**src/rtl/unidade_controle_multiciclo_if.sv**
```systemverilog
// Control/datapath bundle for the multicycle control unit:
// decoded IR fields and flags in, register strobes and mux selects out.
interface unidade_controle_multiciclo_if;
  logic [6:0] opcode;
  logic [2:0] funct3;
  logic       funct7_5;
  logic       zero;
  logic       mem_ready;
  logic       pc_write;
  logic       ir_write;
  logic       mdr_write;
  logic       aluout_write;
  logic       reg_write;
  logic       epc_write;
  logic       mem_read;
  logic       mem_write;
  logic       alu_src_a;
  logic [1:0] alu_src_b;
  logic [2:0] alu_op;
  logic [1:0] mem_to_reg;
  logic [1:0] pc_source;
  logic [3:0] state;

  modport master (
    input  opcode, funct3, funct7_5, zero, mem_ready,
    output pc_write, ir_write, mdr_write, aluout_write,
    output reg_write, epc_write, mem_read, mem_write,
    output alu_src_a, alu_src_b, alu_op, mem_to_reg,
    output pc_source, state
  );

  modport slave (
    output opcode, funct3, funct7_5, zero, mem_ready,
    input  pc_write, ir_write, mdr_write, aluout_write,
    input  reg_write, epc_write, mem_read, mem_write,
    input  alu_src_a, alu_src_b, alu_op, mem_to_reg,
    input  pc_source, state
  );
endinterface

```
**src/rtl/unidade_controle_multiciclo.sv**
```systemverilog
// Multicycle control FSM for the 64-bit processing unit.
// Define UC_TRAP_EN to route illegal instructions through a TRAP cycle.
module unidade_controle_multiciclo #(
  parameter logic [1:0] TRAP_VECTOR_SEL = 2'b10
) (
  input logic clk,
  input logic reset_n,
  unidade_controle_multiciclo_if.master bus
);

  typedef enum logic [3:0] {
    IDLE      = 4'd0,
    FETCH     = 4'd1,
    DECODE    = 4'd2,
    MEM_ADDR  = 4'd3,
    MEM_LOAD  = 4'd4,
    LOAD_WB   = 4'd5,
    MEM_STORE = 4'd6,
    EXEC_R    = 4'd7,
    EXEC_I    = 4'd8,
    ALU_WB    = 4'd9,
    BRANCH    = 4'd10,
    LUI_WB    = 4'd11,
    TRAP      = 4'd12
  } state_t;

  localparam logic [6:0] OP_R   = 7'b0110011;
  localparam logic [6:0] OP_I   = 7'b0010011;
  localparam logic [6:0] OP_LD  = 7'b0000011;
  localparam logic [6:0] OP_SD  = 7'b0100011;
  localparam logic [6:0] OP_BR  = 7'b1100011;
  localparam logic [6:0] OP_LUI = 7'b0110111;

  state_t cur, nxt;

  logic is_r, is_i, is_mem, is_br, is_lui;

  always_comb begin
    is_r   = (bus.opcode == OP_R) &&
             (bus.funct3 == 3'b000 ||
              bus.funct3 == 3'b111 ||
              bus.funct3 == 3'b110);
    is_i   = (bus.opcode == OP_I) &&
             (bus.funct3 == 3'b000);
    is_mem = (bus.opcode == OP_LD ||
              bus.opcode == OP_SD) &&
             (bus.funct3 == 3'b011);
    is_br  = (bus.opcode == OP_BR) &&
             (bus.funct3[2:1] == 2'b00);
    is_lui = (bus.opcode == OP_LUI);
  end

  always_ff @(posedge clk or negedge reset_n) begin
    if (!reset_n) cur <= IDLE;
    else          cur <= nxt;
  end

  always_comb begin
    nxt = IDLE;
    case (cur)
      IDLE:      nxt = FETCH;
      FETCH:     nxt = bus.mem_ready ? DECODE : FETCH;
      DECODE: begin
        unique case (1'b1)
          is_r:    nxt = EXEC_R;
          is_i:    nxt = EXEC_I;
          is_mem:  nxt = MEM_ADDR;
          is_br:   nxt = BRANCH;
          is_lui:  nxt = LUI_WB;
`ifdef UC_TRAP_EN
          default: nxt = TRAP;
`else
          default: nxt = FETCH;
`endif
        endcase
      end
      // opcode bit 5 separates sd from ld
      MEM_ADDR:  nxt = bus.opcode[5] ? MEM_STORE : MEM_LOAD;
      MEM_LOAD:  nxt = bus.mem_ready ? LOAD_WB : MEM_LOAD;
      LOAD_WB:   nxt = FETCH;
      MEM_STORE: nxt = bus.mem_ready ? FETCH : MEM_STORE;
      EXEC_R:    nxt = ALU_WB;
      EXEC_I:    nxt = ALU_WB;
      ALU_WB:    nxt = FETCH;
      BRANCH:    nxt = FETCH;
      LUI_WB:    nxt = FETCH;
      TRAP:      nxt = FETCH;
      default:   nxt = IDLE;
    endcase
  end

  always_comb begin
    bus.pc_write     = 1'b0;
    bus.ir_write     = 1'b0;
    bus.mdr_write    = 1'b0;
    bus.aluout_write = 1'b0;
    bus.reg_write    = 1'b0;
    bus.epc_write    = 1'b0;
    bus.mem_read     = 1'b0;
    bus.mem_write    = 1'b0;
    bus.alu_src_a    = 1'b0;
    bus.alu_src_b    = 2'b00;
    bus.alu_op       = 3'b000;
    bus.mem_to_reg   = 2'b00;
    bus.pc_source    = 2'b00;
    case (cur)
      FETCH: begin
        bus.mem_read  = 1'b1;
        bus.alu_src_b = 2'b01;
        bus.ir_write  = bus.mem_ready;
        bus.pc_write  = bus.mem_ready;
      end
      DECODE: begin
        bus.alu_src_b    = 2'b10;
        bus.aluout_write = 1'b1;
      end
      EXEC_R: begin
        bus.alu_src_a    = 1'b1;
        bus.aluout_write = 1'b1;
        case (bus.funct3)
          3'b000:  bus.alu_op = bus.funct7_5 ? 3'b001 : 3'b000;
          3'b111:  bus.alu_op = 3'b010;
          3'b110:  bus.alu_op = 3'b011;
          default: bus.alu_op = 3'b000;
        endcase
      end
      EXEC_I, MEM_ADDR: begin
        bus.alu_src_a    = 1'b1;
        bus.alu_src_b    = 2'b10;
        bus.aluout_write = 1'b1;
      end
      ALU_WB:  bus.reg_write = 1'b1;
      MEM_LOAD: begin
        bus.mem_read  = 1'b1;
        bus.mdr_write = bus.mem_ready;
      end
      LOAD_WB: begin
        bus.reg_write  = 1'b1;
        bus.mem_to_reg = 2'b01;
      end
      MEM_STORE: bus.mem_write = 1'b1;
      BRANCH: begin
        bus.alu_src_a = 1'b1;
        bus.alu_op    = 3'b001;
        bus.pc_source = 2'b01;
        bus.pc_write  = bus.funct3[0] ^ bus.zero;
      end
      LUI_WB: begin
        bus.reg_write  = 1'b1;
        bus.mem_to_reg = 2'b10;
      end
`ifdef UC_TRAP_EN
      TRAP: begin
        bus.epc_write = 1'b1;
        bus.pc_write  = 1'b1;
        bus.pc_source = TRAP_VECTOR_SEL;
      end
`endif
      default: ;
    endcase
  end

  assign bus.state = cur;

endmodule

```
**src/flat_wrapper.sv**
```systemverilog
// flat-port wrapper written by rule: the top's interface ports become plain ports
module unidade_controle_multiciclo_flat 
#(
  parameter logic [1:0] TRAP_VECTOR_SEL = 2'b10
)
  (clk, reset_n, bus_opcode, bus_funct3, bus_funct7_5, bus_zero, bus_mem_ready, bus_pc_write, bus_ir_write, bus_mdr_write, bus_aluout_write, bus_reg_write, bus_epc_write, bus_mem_read, bus_mem_write, bus_alu_src_a, bus_alu_src_b, bus_alu_op, bus_mem_to_reg, bus_pc_source, bus_state);
  unidade_controle_multiciclo_if bus_i ();
  input logic clk;
  input logic reset_n;
  input wire logic [$bits(bus_i.opcode)-1:0] bus_opcode;
  input wire logic [$bits(bus_i.funct3)-1:0] bus_funct3;
  input wire logic [$bits(bus_i.funct7_5)-1:0] bus_funct7_5;
  input wire logic [$bits(bus_i.zero)-1:0] bus_zero;
  input wire logic [$bits(bus_i.mem_ready)-1:0] bus_mem_ready;
  output wire logic [$bits(bus_i.pc_write)-1:0] bus_pc_write;
  output wire logic [$bits(bus_i.ir_write)-1:0] bus_ir_write;
  output wire logic [$bits(bus_i.mdr_write)-1:0] bus_mdr_write;
  output wire logic [$bits(bus_i.aluout_write)-1:0] bus_aluout_write;
  output wire logic [$bits(bus_i.reg_write)-1:0] bus_reg_write;
  output wire logic [$bits(bus_i.epc_write)-1:0] bus_epc_write;
  output wire logic [$bits(bus_i.mem_read)-1:0] bus_mem_read;
  output wire logic [$bits(bus_i.mem_write)-1:0] bus_mem_write;
  output wire logic [$bits(bus_i.alu_src_a)-1:0] bus_alu_src_a;
  output wire logic [$bits(bus_i.alu_src_b)-1:0] bus_alu_src_b;
  output wire logic [$bits(bus_i.alu_op)-1:0] bus_alu_op;
  output wire logic [$bits(bus_i.mem_to_reg)-1:0] bus_mem_to_reg;
  output wire logic [$bits(bus_i.pc_source)-1:0] bus_pc_source;
  output wire logic [$bits(bus_i.state)-1:0] bus_state;
  assign bus_i.opcode = bus_opcode;
  assign bus_i.funct3 = bus_funct3;
  assign bus_i.funct7_5 = bus_funct7_5;
  assign bus_i.zero = bus_zero;
  assign bus_i.mem_ready = bus_mem_ready;
  assign bus_pc_write = bus_i.pc_write;
  assign bus_ir_write = bus_i.ir_write;
  assign bus_mdr_write = bus_i.mdr_write;
  assign bus_aluout_write = bus_i.aluout_write;
  assign bus_reg_write = bus_i.reg_write;
  assign bus_epc_write = bus_i.epc_write;
  assign bus_mem_read = bus_i.mem_read;
  assign bus_mem_write = bus_i.mem_write;
  assign bus_alu_src_a = bus_i.alu_src_a;
  assign bus_alu_src_b = bus_i.alu_src_b;
  assign bus_alu_op = bus_i.alu_op;
  assign bus_mem_to_reg = bus_i.mem_to_reg;
  assign bus_pc_source = bus_i.pc_source;
  assign bus_state = bus_i.state;
  unidade_controle_multiciclo #(.TRAP_VECTOR_SEL(TRAP_VECTOR_SEL)) u_core (.clk(clk), .reset_n(reset_n), .bus(bus_i));
endmodule
```
**config.mk**
```make
export PLATFORM = sky130hd
export DESIGN_NAME = unidade_controle_multiciclo_flat
export DESIGN_NICKNAME = d
export VERILOG_FILES = /design/src/rtl/unidade_controle_multiciclo_if.sv /design/src/rtl/unidade_controle_multiciclo.sv /design/src/flat_wrapper.sv
export SDC_FILE = /design/constraint.sdc
export NUM_CORES = 1
export LEC_CHECK = 0
export ABC_AREA = 0
export CORE_MARGIN = 1.5
export CORE_UTILIZATION = 36
export CTS_CLUSTER_DIAMETER = 200
export DETAILED_ROUTE_END_ITERATION = 10
export PLACE_DENSITY = 0.78
export REMOVE_ABC_BUFFERS = 1
export SLEW_MARGIN = 10
export SYNTH_ARGS = -nofsm -noshare
export SYNTH_HDL_FRONTEND = slang
export SYNTH_SLANG_ARGS = --single-unit
```
**constraint.sdc**
```tcl
create_clock -name clk -period 1.55 [get_ports clk]
set_input_delay 0.155 -clock clk [delete_from_list [all_inputs] [get_ports clk]]
set_output_delay 0.155 -clock clk [all_outputs]
set_load 0.01 [all_outputs]
```
After elaboration in Yosys (flattened, before gate mapping)
Cells that the tools add are included.
{ "totals": {"regBits": 4, "output_inout_bits": 22, "input_bits": 15, "wordCells": 60} }
{ "classes": {"n_mux": 20, "bitwise": 1, "reduce_logical": 17, "n_eq_ne": 21} }
{ "op_table": {"columns": ["operator", "count"], "rows": [
  ["4-bit case mux with 7 select lines", 1],
  ["7-bit by 6-bit == test with 1-bit output, second input constant", 3],
  ["4-bit == test, second input constant", 5],
  ["4-bit case mux with 5 select lines", 1],
  ["4-bit by 3-bit == test with 1-bit output, second input constant", 4],
  ["1-bit two-way mux", 10],
  ["3-bit case mux with 3 select lines", 1],
  ["4-bit by 2-bit == test with 1-bit output, second input constant", 2],
  ["2-bit case mux with 2 select lines", 2],
  ["4-bit OR reduction", 2],
  ["7-bit by 2-bit == test with 1-bit output, second input constant", 1],
  ["7-bit by 5-bit == test with 1-bit output, second input constant", 1],
  ["7-bit == test, second input constant", 1],
  ["3-bit == test, second input constant", 2],
  ["3-bit case mux with 2 select lines", 1],
  ["3-bit OR reduction", 2],
  ["6-bit OR reduction", 1],
  ["4-bit by 1-bit == test with 1-bit output, second input constant", 1],
  ["1-bit logical AND", 4],
  ["4-bit zero test", 1],
  ["2-bit two-way mux", 2],
  ["2-bit OR reduction", 2],
  ["3-bit by 2-bit == test with 1-bit output, second input constant", 1],
  ["3-bit zero test", 1],
  ["other kinds (5)", 7]
]} }

Depth between registers and ports, before layout
Gate-level depths: netlist of the first run.
{ "logic_depth": {"word_depth": 6, "ltp_mapped": 7, "mapped_depth_nobuf": 5} }

Worst setup path after synthesis of the first run
No wires, ideal clock.
{ "synth_path": {"kind": "register to output", "from": "reg u_core.cur[2], in the netlist u_core.bus.state[2]", "to": "out bus_pc_write", "path_slack_ps": 59, "path_stages_with_launch": 5, "n_path_buf": 1, "arrival_ps": 1336, "t_required_ps": 1395, "path_cell_list": "dfrtp_1 buf_2 nor3_1 and2_1 a21o_1"} }
{ "synth_via": {"elab_chain_len": 2, "word_cells_on_any_way": 3, "classes_between": "eq/ne (2); mux (1)"} }
{ "synth_lines": {"columns": ["item", "line_no", "text"], "rows": [
  ["from (decl)", "unidade_controle_multiciclo.sv:34", "state_t cur, nxt;"],
  ["from (signal assigned)", "unidade_controle_multiciclo.sv:55", "else cur <= nxt;"],
  ["4-bit == test / 4-bit by 1-bit == test with 1-bit output (equally long branches)", "unidade_controle_multiciclo.sv:106", "case (cur)"],
  ["1-bit case mux with 2 select lines *", "unidade_controle_multiciclo.sv:106", null],
  ["to (decl)", "flat_wrapper.sv:15", "output wire logic [$bits(bus_i.pc_write)-1:0] bus_pc_write;"]
]} }
Mark *: on every way between the ends. The rest lies on a longest branch, timed or not.

Final worst setup path of the first run
{ "layout_path": {"from": "reg u_core.cur[1], in the netlist u_core.bus.state[1]", "to": "out bus_pc_write"} }
The elaborated chain is that of the path after synthesis.

==> impl_results.md, run 1 <==
- Wire length on met3: approximately 110 um
- # hold bufs at CTS: 0
- CTS clk-pin slew, worst paths: approximately 0.04 ns
- Mapped Cells: 86
- Cell type group with the largest total delay on the critical path: simple AND/OR/NAND/NOR gates
- TritonCTS clock tree: done
- First-pass GRT wire length: roughly 3500 um
- Multi-input logic area: about 540 um2
- Nets: ~170
- CTS buffer count: 3
- Max_cap viols: 0
- Max FO, Critical Path: 4
- Core area: between 1500 and 2000 um2
- CP cell instances: nand2b_4 -> nor3_2 -> and2_4 -> a21o_1 -> clkbuf_2
- Synth async-reset ratio: between 90% and 100%
- Max reg flops: 4
- Slowest stage cell, crit path: dfrtp_1
- RR Startpoint: u_core.bus.state[1]$_DFF_PN0_
- CP endpoint kind: output pin
- Final min period: between 1.5 and 2 ns
- Hold slack: about 0.12 ns
- Chip Width: 44.3 um
- Met2 wire len: around 1200 um
- Critical path's largest stage delay: ~0.44 ns
- Met1 wire length: between 1000 and 1500 um
- Die footprint: between 1500 and 2000 um2
- Skew-Pair Late Insertion Delay: 0.24 ns
- 1st-iter DRT viols: 19
- Routed vias/inst: 5.24
- Cell taking the most area after synthesis: dfrtp_1
- Maximum number of pins on one net before global-route repair: 11
- Worst Setup Start Kind: flop
- Final Core Density: between 80% and 90%
- Mean Syn Cell Area: a little over 7 um2
- Register area: roughly 100 um2
- Outcome: complete, but fails checks
- #FFs+latches synth: 4
- Gp weighted congestion: around 0.85
- Highest Signal Layer: met4
- Routed Antenna Nets: 0
- Clock root cell: clkbuf_4
- Dominant synthesized flop cell: dfrtp_1
- Row Count: 14
- Vias in the first global route: just over 800
- Setup ws final: -0.0417 ns
- Total number of vias: 870
- Drt wl/cell: 14.1 um
- CP arrival: about 1.4 ns
- DR pass1 iterations: 4
- Pre-CTS setup slack: -0.352 ns
- YS warnings: 0
- Number of enable flip-flop cells after synthesis: 0
- Yosys top cell area share: between 10% and 20%
- H-Tree Level Count: 1
- Peak supply drop: about 960 uV
- Synth cell types: 43
- Maximum clock frequency: roughly 630 MHz
- FF-to-FF path depth: 5
- DIE HEIGHT: 44.3 um
- # DRC: 0
- RSZ-0062 raised after global routing: true
- Critical path class: reg -> out
- Fill cells: roughly 120
- GRT Residual Overflow: 0
- Share of post-route cells with drive strength above 1: ~47%
- Worst path required time: ~1.4 ns
- IO Port Bufs: 33
- Ports: 37
- Cell Pwr Density: between 1500 and 2000 nW/um2
- Tot Pwr: between 1.5 and 2 mW
- Reg-to-Reg End: u_core.bus.state[3]$_DFF_PN0_
- Reg2reg setup slack: around 0.17 ns
- Period utilisation layout: 103%
- Violated checks: negative setup slack
- Final Hold Viols: 0
- Final setup vio count: 2
- Largest cells by area after synthesis: dfrtp_1 (16%), nor2_1 (7.3%), buf_6 (5.5%)
- Seq/Total Area, Yosys: roughly 16%
- CP Launch Point: u_core.bus.state[1]$_DFF_PN0_
- Worst path buffer plus inverter count: 1
- Synthesis-to-layout area growth: 104%
- Sink Count: 4
- Clock Path Buffers: 2
- Fin. max-slew vios: 0
- Hold WC Path Type: in -> async
- Overall Global Routing Usage: between 20% and 30%
- Total routed wirelength: 2340 um
- Leak pwr: roughly 0.64 nW
- Sum Neg Setup Slack: -0.0440 ns
- Antenna fix cells: 0
- Mapped Area: about 610 um2
- Setup Skew: about 0.004 ns
- Initial Utilization: between 30% and 40%
- DP HPWL: around 1600 um
- Initial antenna violation count: 0
## repair_timing
item | CTS | global route
pin swaps | 2 | 8
gates resized for setup | 47 | 38
setup endpoints to repair | 16 | 17
buffers inserted | 1 | 5
## cells in the final DEF, fill, tap and decap left out, types with 2 or more instances in the layout
cell and instances:
clkdlybuf4s15_1 2, clkbuf_4 3, nor2_1 11, dlygate4sd2_1 3, buf_6 6, o21a_1 2, dlymetal6s2s_1 7, nand2_2 2
a21oi_1 3, conb_1 3, clkbuf_2 5, clkdlybuf4s50_1 9, and2_4 2, nor3b_1 2, buf_2 7, nor3_4 2
or3_1 2, buf_4 28, a21oi_2 2, dfrtp_2 2, o21ai_1 3, dfrtp_1 2, nand2_1 6, nand2b_4 3
nor3_1 4
## worst max path at each step
stage | end | depth (start not counted)
after floorplan | bus_pc_write | 4
after global placement | bus_alu_op[0] | 6
after detailed placement | bus_alu_op[0] | 6
after CTS | bus_pc_write | 6
after global routing | bus_pc_write | 5
final | bus_pc_write | 5
## stage by stage
step / instances / cell area [um2]
finish: 166 / 1250
global placement: 157 / 1110
CTS: 161 / 1160
global route: 166 / 1250
detailed placement: 157 / 1110
floorplan: 80 / 554
## report_power, final
group / switching (mW) / total [mW] / internal, mW
clock: 0.0425 / 0.129 / 0.0866
sequential: 0.0647 / 0.219 / 0.154
combinational: 0.764 / 1.61 / 0.847
## cells by family (layout without fill, tap and decap cells)
| group | after synthesis | in the layout | synth area share [%] |
|---|---|---|---|
| flops | 4 | 4 | 16.3 |
| mux | 1 | 1 | 1.63 |
| simple gates | 50 | 50 | 47.4 |
| other cells | 1 | 3 | 0.612 |
| compound gates | 19 | 19 | 19.8 |
| buf+inv | 9 | 71 | 11.4 |
| xor+xnor | 2 | 2 | 2.86 |
## per-layer routing
layer  track usage (%)  vias to the layer above
met4              7.88                        0
met5                 0                        -
met2              39.7                       29
li1                  -                      431
met3              4.08                        2
met1              32.8                      408
## synthesized netlist by cell type, drive strengths merged, types with 2 or more instances
| master | number |
|---|---|
| nand2b | 3 |
| nor2 | 12 |
| dfrtp | 4 |
| or3 | 2 |
| o21ai | 4 |
| o21a | 2 |
| nand2 | 8 |
| nor3b | 2 |
| a21oi | 5 |
| buf | 8 |
| and2 | 3 |
| nor3 | 7 |
## layout make-up
class | instances | area share (%)
well taps | 16 | 1.60
multi-input cells | 75 | 43.0
inverters | 1 | 0.500
flip-flops and latches | 4 | 8.20
repair buffers | 67 | 44.9
clock buffers | 3 | 1.80
No activity file was read; power rests on OpenSTA's default activity.
==> run 2, diff against run 1 <==
CORE_UTILIZATION = 33   (was 36)
PLACE_DENSITY = 0.75   (was 0.78)
clock period = 1.3 ns   (was 1.55 ns; I/O delays follow)
==> impl_results.md, run 2 (synthesized netlist as in run 1, its figures left out) <==
- IO Port Bufs: 33 (unchanged)
- # hold bufs at CTS: 0 (unchanged)
- Outcome: complete, but fails checks
- Clock Path Buffers: 2 (unchanged)
- First-pass GRT wire length: 4370 um (+25%)
- Worst path required time: 1.17 ns (-0.22 ns)
- Ports: 37 (unchanged)
- Maximum clock frequency: between 600 and 700 MHz
- Sink Count: 4 (unchanged)
- Synthesis-to-layout area growth: 126%
- Total number of vias: 966 (+11%)
- Comb pwr share: 84.2% (+2.0 points)
- DR pass1 iterations: 4 (unchanged)
- FF-to-FF path depth: 6 (+1)
- Final min period: approximately 1.6 ns
- Max FO, Critical Path: 4 (unchanged)
- Sum Neg Setup Slack: -2.25 ns (-2.21 ns)
- Skew-Pair Late Insertion Delay: 0.24 ns (about the same)
- Die footprint: 2130 um2 (+8.5%)
- Cell Pwr Density: 2060 nW/um2 (+32%)
- Hold WC Path Type: in -> async
- Clock power frac: 5.4% (-1.2 points)
- Setup ws final: -0.264 ns (-0.223 ns)
- Sequential power share: 10.4% (-0.8 points)
- Reg-to-Reg End: u_core.bus.state[3]$_DFF_PN0_
- Total routed wirelength: 2810 um (+20%)
- Final setup vio count: 17 (+15)
- Sw Ratio: 45.6% (+1.1 points)
- Antenna fix cells: 0 (unchanged)
- Fin. max-slew vios: 0 (unchanged)
- Register area: 104 um2 (+1.2%)
- Fill cells: 122 (+5.2%)
- Initial antenna violation count: 0 (unchanged)
- Chip Width: 46.1 um (+4.1%)
- Initial Utilization: 35.5% (-4.3 points)
- Row Count: 15 (+1)
- RR Startpoint: u_core.bus.state[1]$_DFF_PN0_
- Reg2reg setup slack: -0.20 ns (-0.37 ns)
- Net load switching power: 1.30 mW (+49%)
- Overall Global Routing Usage: 29.7% (+5.3 points)
- Core area: 1730 um2 (+12%)
- CP arrival: 1.43 ns (about the same)
- GRT Residual Overflow: 0 (unchanged)
- Hold slack: 0.0969 ns (-0.0248 ns)
- Peak supply drop: 1190 uV (+23%)
- Maximum number of pins on one net before global-route repair: 8 (-3)
- Gp weighted congestion: 0.853 (+0.58%)
- Violated checks: negative setup slack
- Leak pwr: 0.656 nW (+2.4%)
- H-Tree Level Count: 1 (unchanged)
- Final Core Density: 80.2% (-0.95 points)
- Max reg flops: 4 (unchanged)
- Vias in the first global route: 977 (+21%)
- DP HPWL: 1710 um (+5.6%)
- DIE HEIGHT: 46.1 um (+4.1%)
- Drt wl/cell: 15.6 um (+11%)
- Worst Setup Start Kind: flop
- RSZ-0062 raised after global routing: true
- Pre-CTS setup slack: -0.547 ns (-0.196 ns)
- Routed vias/inst: 5.37 (+2.4%)
- Most frequent cells in the layout: buf_4 (25), buf_6 (18), buf_2 (11)
- Nets: 172 (+3.0%)
- Internal power: 1.55 mW (+43%)
- Clock root cell: clkbuf_4
- Routed Antenna Nets: 0 (unchanged)
- Setup Skew: 0.000618 ns (-0.00327 ns)
- Tot Pwr: 2.85 mW (+46%)
- 1st-iter DRT viols: 14 (-5)
- Final Hold Viols: 0 (unchanged)
- Critical path class: reg -> out
- Max_cap viols: 0 (unchanged)
- # DRC: 0 (unchanged)
- CTS buffer count: 3 (unchanged)
- Share of post-route cells with drive strength above 1: 59.4% (+12 points)
- CP endpoint kind: output pin
- Period utilisation layout: 120%
- CTS clk-pin slew, worst paths: 0.03 ns (about the same)
- Multi-input logic area: 603 um2 (+12%)
- TritonCTS clock tree: done
- Most common cell after layout, fill and taps aside: buf_4
## run 2: worst max path at each step
| stage | start | to | slack [ns] | cells after the start |
|---|---|---|---|---|
| global placement | bus_funct3[1] | bus_alu_op[0] | -0.50 | 6 |
| finish | u_core.bus.state[3]$_DFF_PN0_ | bus_pc_write | -0.26 | 5 |
| global route | u_core.bus.state[3]$_DFF_PN0_ | bus_pc_write | -0.31 | 5 |
| floorplan | u_core.bus.state[1]$_DFF_PN0_ | bus_pc_write | -0.24 | 4 |
| CTS | u_core.bus.state[1]$_DFF_PN0_ | bus_aluout_write | -0.20 | 5 |
| detailed placement | bus_funct3[1] | bus_alu_op[0] | -0.55 | 6 |
## run 2: final cells by class
type                            count  area share [%]
Clock buffer                        3            1.63
Timing Repair Buffer               72            44.6
Sequential cell                     4            7.50
Inverter                            1           0.452
Tap cell                           25            2.26
Multi-Input combinational cell     75            43.5
## run 2: metrics by stage
step,instances,area (um2)
floorplan,80,554
global placement,168,1140
detailed placement,168,1140
CTS,179,1300
global route,180,1390
finish,180,1390
## run 2: worst max-delay path, cell delays in order, from the launching register on
cell and delay [ns]:
dfrtp_2 0.43, buf_6 0.14, nor3_4 0.23, and2_4 0.19
a21o_1 0.08, buf_2 0.13
## run 2: power by group through the flow
stage                     registers [mW]  clock network (mW)  logic (mW)
after global placement             0.256                   0        1.67
after floorplan                    0.357                   0       0.564
final                              0.296               0.155        2.40
after detailed placement           0.258                   0        1.71
after CTS                          0.281               0.156        2.11
after global routing               0.306               0.174        2.53
## run 2: repair_timing
| action | in CTS | in global routing |
|---|---|---|
| setup endpoints to repair | 23 | 20 |
| gates resized for setup | 115 | 25 |
| pin swaps | 9 | 11 |
| buffers inserted | 10 | 2 |
## run 2: layer usage
metal	wire length [um]	vias up	GRT usage (%)
li1	-	445	-
met1	1060	471	31.3
met2	1450	38	50.8
met3	135	12	5.49
met4	156	0	23.4
met5	0	-	0
==> run 3, diff against run 2 <==
ABC_AREA = 1   (was 0)
CORE_MARGIN = default   (was 1.5)
CORE_UTILIZATION = 31   (was 33)
PLACE_DENSITY = 0.74   (was 0.75)
==> impl_results.md, run 3 <==
- CTS buffer count: 3 (unchanged)
- Critical path's largest stage delay: 0.40 ns (-0.03 ns)
- Synth async-reset ratio: 100% (unchanged)
- Hold WC Path Type: in -> async
- Drt wl/cell: 13.0 um (-17%)
- Critical path class: reg -> out
- # DRC: 0 (unchanged)
- Chip Width: 44.5 um (-3.5%)
- Initial Utilization: 35.1% (-0.42 points)
- Setup ws final: -0.232 ns (+0.0323 ns)
- Pre-CTS setup slack: -0.475 ns (+0.0718 ns)
- Mean Syn Cell Area: 5.33 um2 (-25%)
- Worst Setup Start Kind: flop
- Tot Pwr: 2.76 mW (-3.4%)
- GRT Residual Overflow: 0 (unchanged)
- YS warnings: 0 (unchanged)
- Die footprint: 1980 um2 (-6.9%)
- Most common cell after layout, fill and taps aside: nand2_1
- 1st-iter DRT viols: 32 (+18)
- Fin. max-slew vios: 0 (unchanged)
- Maximum number of pins on one net before global-route repair: 6 (-2)
- Nets: 197 (+15%)
- Max FO, Critical Path: 3 (-1)
- Largest cells by area after synthesis: nand2_1 (21%), dfrtp_1 (18%), nor2_1 (12%)
- Leak pwr: 0.755 nW (+15%)
- Clock Path Buffers: 2 (unchanged)
- Clock root cell: clkbuf_4
- Share of post-route cells with drive strength above 1: 53.9% (-5.5 points)
- Dominant synthesized flop cell: dfrtp_1
- Most frequent cells in the layout: nand2_1 (27), buf_4 (25), buf_6 (19)
- H-Tree Level Count: 1 (unchanged)
- Most frequent cell after synthesis: nand2_1
- Antenna fix cells: 0 (unchanged)
- DP HPWL: 1480 um (-14%)
- RSZ-0062 raised after global routing: true
- Synthesis-to-layout area growth: 144%
- # hold bufs at CTS: 0 (unchanged)
- First-pass GRT wire length: 3780 um (-13%)
- Outcome: complete, but fails checks
- Peak supply drop: 1060 uV (-11%)
- Max reg flops: 4 (unchanged)
- Mapped Cells: 105 (+22%)
- Total number of vias: 971 (+0.52%)
- Post-synth top cells: nand2_1 (31), nor2_1 (18), inv_1 (14)
- Final Hold Viols: 0 (unchanged)
- Seq/Total Area, Yosys: 17.9% (+1.6 points)
- Skew-Pair Late Insertion Delay: 0.25 ns (about the same)
- Maximum clock frequency: 653 MHz (+2.1%)
- IO Port Bufs: 33 (unchanged)
- Row Count: 14 (-1)
- CP arrival: 1.40 ns (-0.03 ns)
- CTS clk-pin slew, worst paths: 0.04 ns (about the same)
- Violated checks: negative setup slack
- Setup Skew: 0.00201 ns (+0.00140 ns)
- Yosys top cell area share: 20.8% (+4.5 points)
- Routed Antenna Nets: 0 (unchanged)
- Number of enable flip-flop cells after synthesis: 0 (unchanged)
- Gp weighted congestion: 0.743 (-13%)
- #FFs+latches synth: 4 (unchanged)
- DIE HEIGHT: 44.5 um (-3.5%)
- Vias in the first global route: 943 (-3.5%)
- CP endpoint kind: output pin
- TritonCTS clock tree: done
- Ports: 37 (unchanged)
- Max_cap viols: 0 (unchanged)
- Initial antenna violation count: 0 (unchanged)
- Hold slack: 0.0794 ns (-0.0175 ns)
- Period utilisation layout: 118% (-2.5 points)
- Cell Pwr Density: 2020 nW/um2 (-1.8%)
- Final setup vio count: 19 (+2)
- Mapped Area: 559 um2 (-8.8%)
- Slowest stage cell, crit path: dfrtp_2
- Synth cell types: 22 (-49%)
- DR pass1 iterations: 4 (unchanged)
- Sink Count: 4 (unchanged)
- Routed vias/inst: 4.76 (-11%)
- Cell taking the most area after synthesis: nand2_1
- CP cell instances: buf_6 -> inv_4 -> nor2_4 -> nand2_1 -> nand3_1 -> buf_2
- Overall Global Routing Usage: 26.0% (-3.7 points)
- Final min period: 1.53 ns (-0.0323 ns)
- Layout Cells excl Fill: 204 (+13%)
- Sum Neg Setup Slack: -2.59 ns (-0.342 ns)
- Dpl cells: 184 (+9.5%)
- Core area: 1590 um2 (-7.7%)
- Total routed wirelength: 2640 um (-5.7%)
- Worst path required time: 1.17 ns (about the same)
[run 3: worst max-delay path: cells and delay by family, from the launching register on]
kind	cells	cell delay [ns]
buffers and inverters	3	0.31
flip-flops	1	0.40
AND/OR/NAND/NOR	3	0.43
[run 3: final cells by class]
cell class	instances	area, um2
repair buffers	73	628
multi-input cells	80	487
inverters	20	90.1
fillers	104	231
flip-flops and latches	4	105
clock buffers	3	22.5
well taps	24	30.0
[run 3: cell families (layout without fill, tap and decap cells)]
family | Yosys count | after routing | synth area share, %
AOI/OAI and AO/OA | 10 | 10 | 10.7
buffers and inverters | 23 | 96 | 17.4
DFF | 4 | 4 | 17.9
other | 1 | 3 | 0.670
and+or+nand+nor | 67 | 67 | 53.2
[run 3: power breakdown]
group	internal, mW	switching (mW)	total (mW)	leakage (nW)
Sequential	0.191	0.0900	0.281	0.0461
Combinational	1.15	1.16	2.31	0.695
Clock	0.104	0.0612	0.165	0.0138
[run 3: what timing repair did]
item / in CTS / in global routing
buffers inserted: 16 / 1
setup endpoints to repair: 21 / 20
gates resized for setup: 110 / 19
pin swaps: 13 / 9
[run 3: per-stage QoR]
stage	utilization [%]	area, um2
finish	85.5	1360
global route	85.5	1360
CTS	81.3	1300
detailed placement	67.6	1080
global placement	67.6	1080
floorplan	-	544
[run 3: final timing paths]
check                                               from                             to  slack [ns]  cells past startpoint
max reg2reg                u_core.bus.state[0]$_DFF_PN0_  u_core.bus.state[1]$_DFF_PN0_       -0.09                      9
max                        u_core.bus.state[1]$_DFF_PN0_               bus_alu_src_b[1]       -0.23                      6
min in group clk                           bus_opcode[5]  u_core.bus.state[1]$_DFF_PN0_        0.68                      4
min reg2reg                u_core.bus.state[3]$_DFF_PN0_  u_core.bus.state[2]$_DFF_PN0_        0.87                      4
max in group asynchronous                        reset_n  u_core.bus.state[3]$_DFF_PN0_        1.04                      1
min                                              reset_n  u_core.bus.state[1]$_DFF_PN0_        0.08                      1
[run 3: metal layers]
metal	wire (um)	vias up	global-route usage [%]	share of wire [%]
met4	58	0	10.9	2.2
met5	0	-	0	0
met2	1460	45	52.6	55
met1	998	450	24.8	38
met3	130	8	4.90	4.9
li1	-	468	-	-
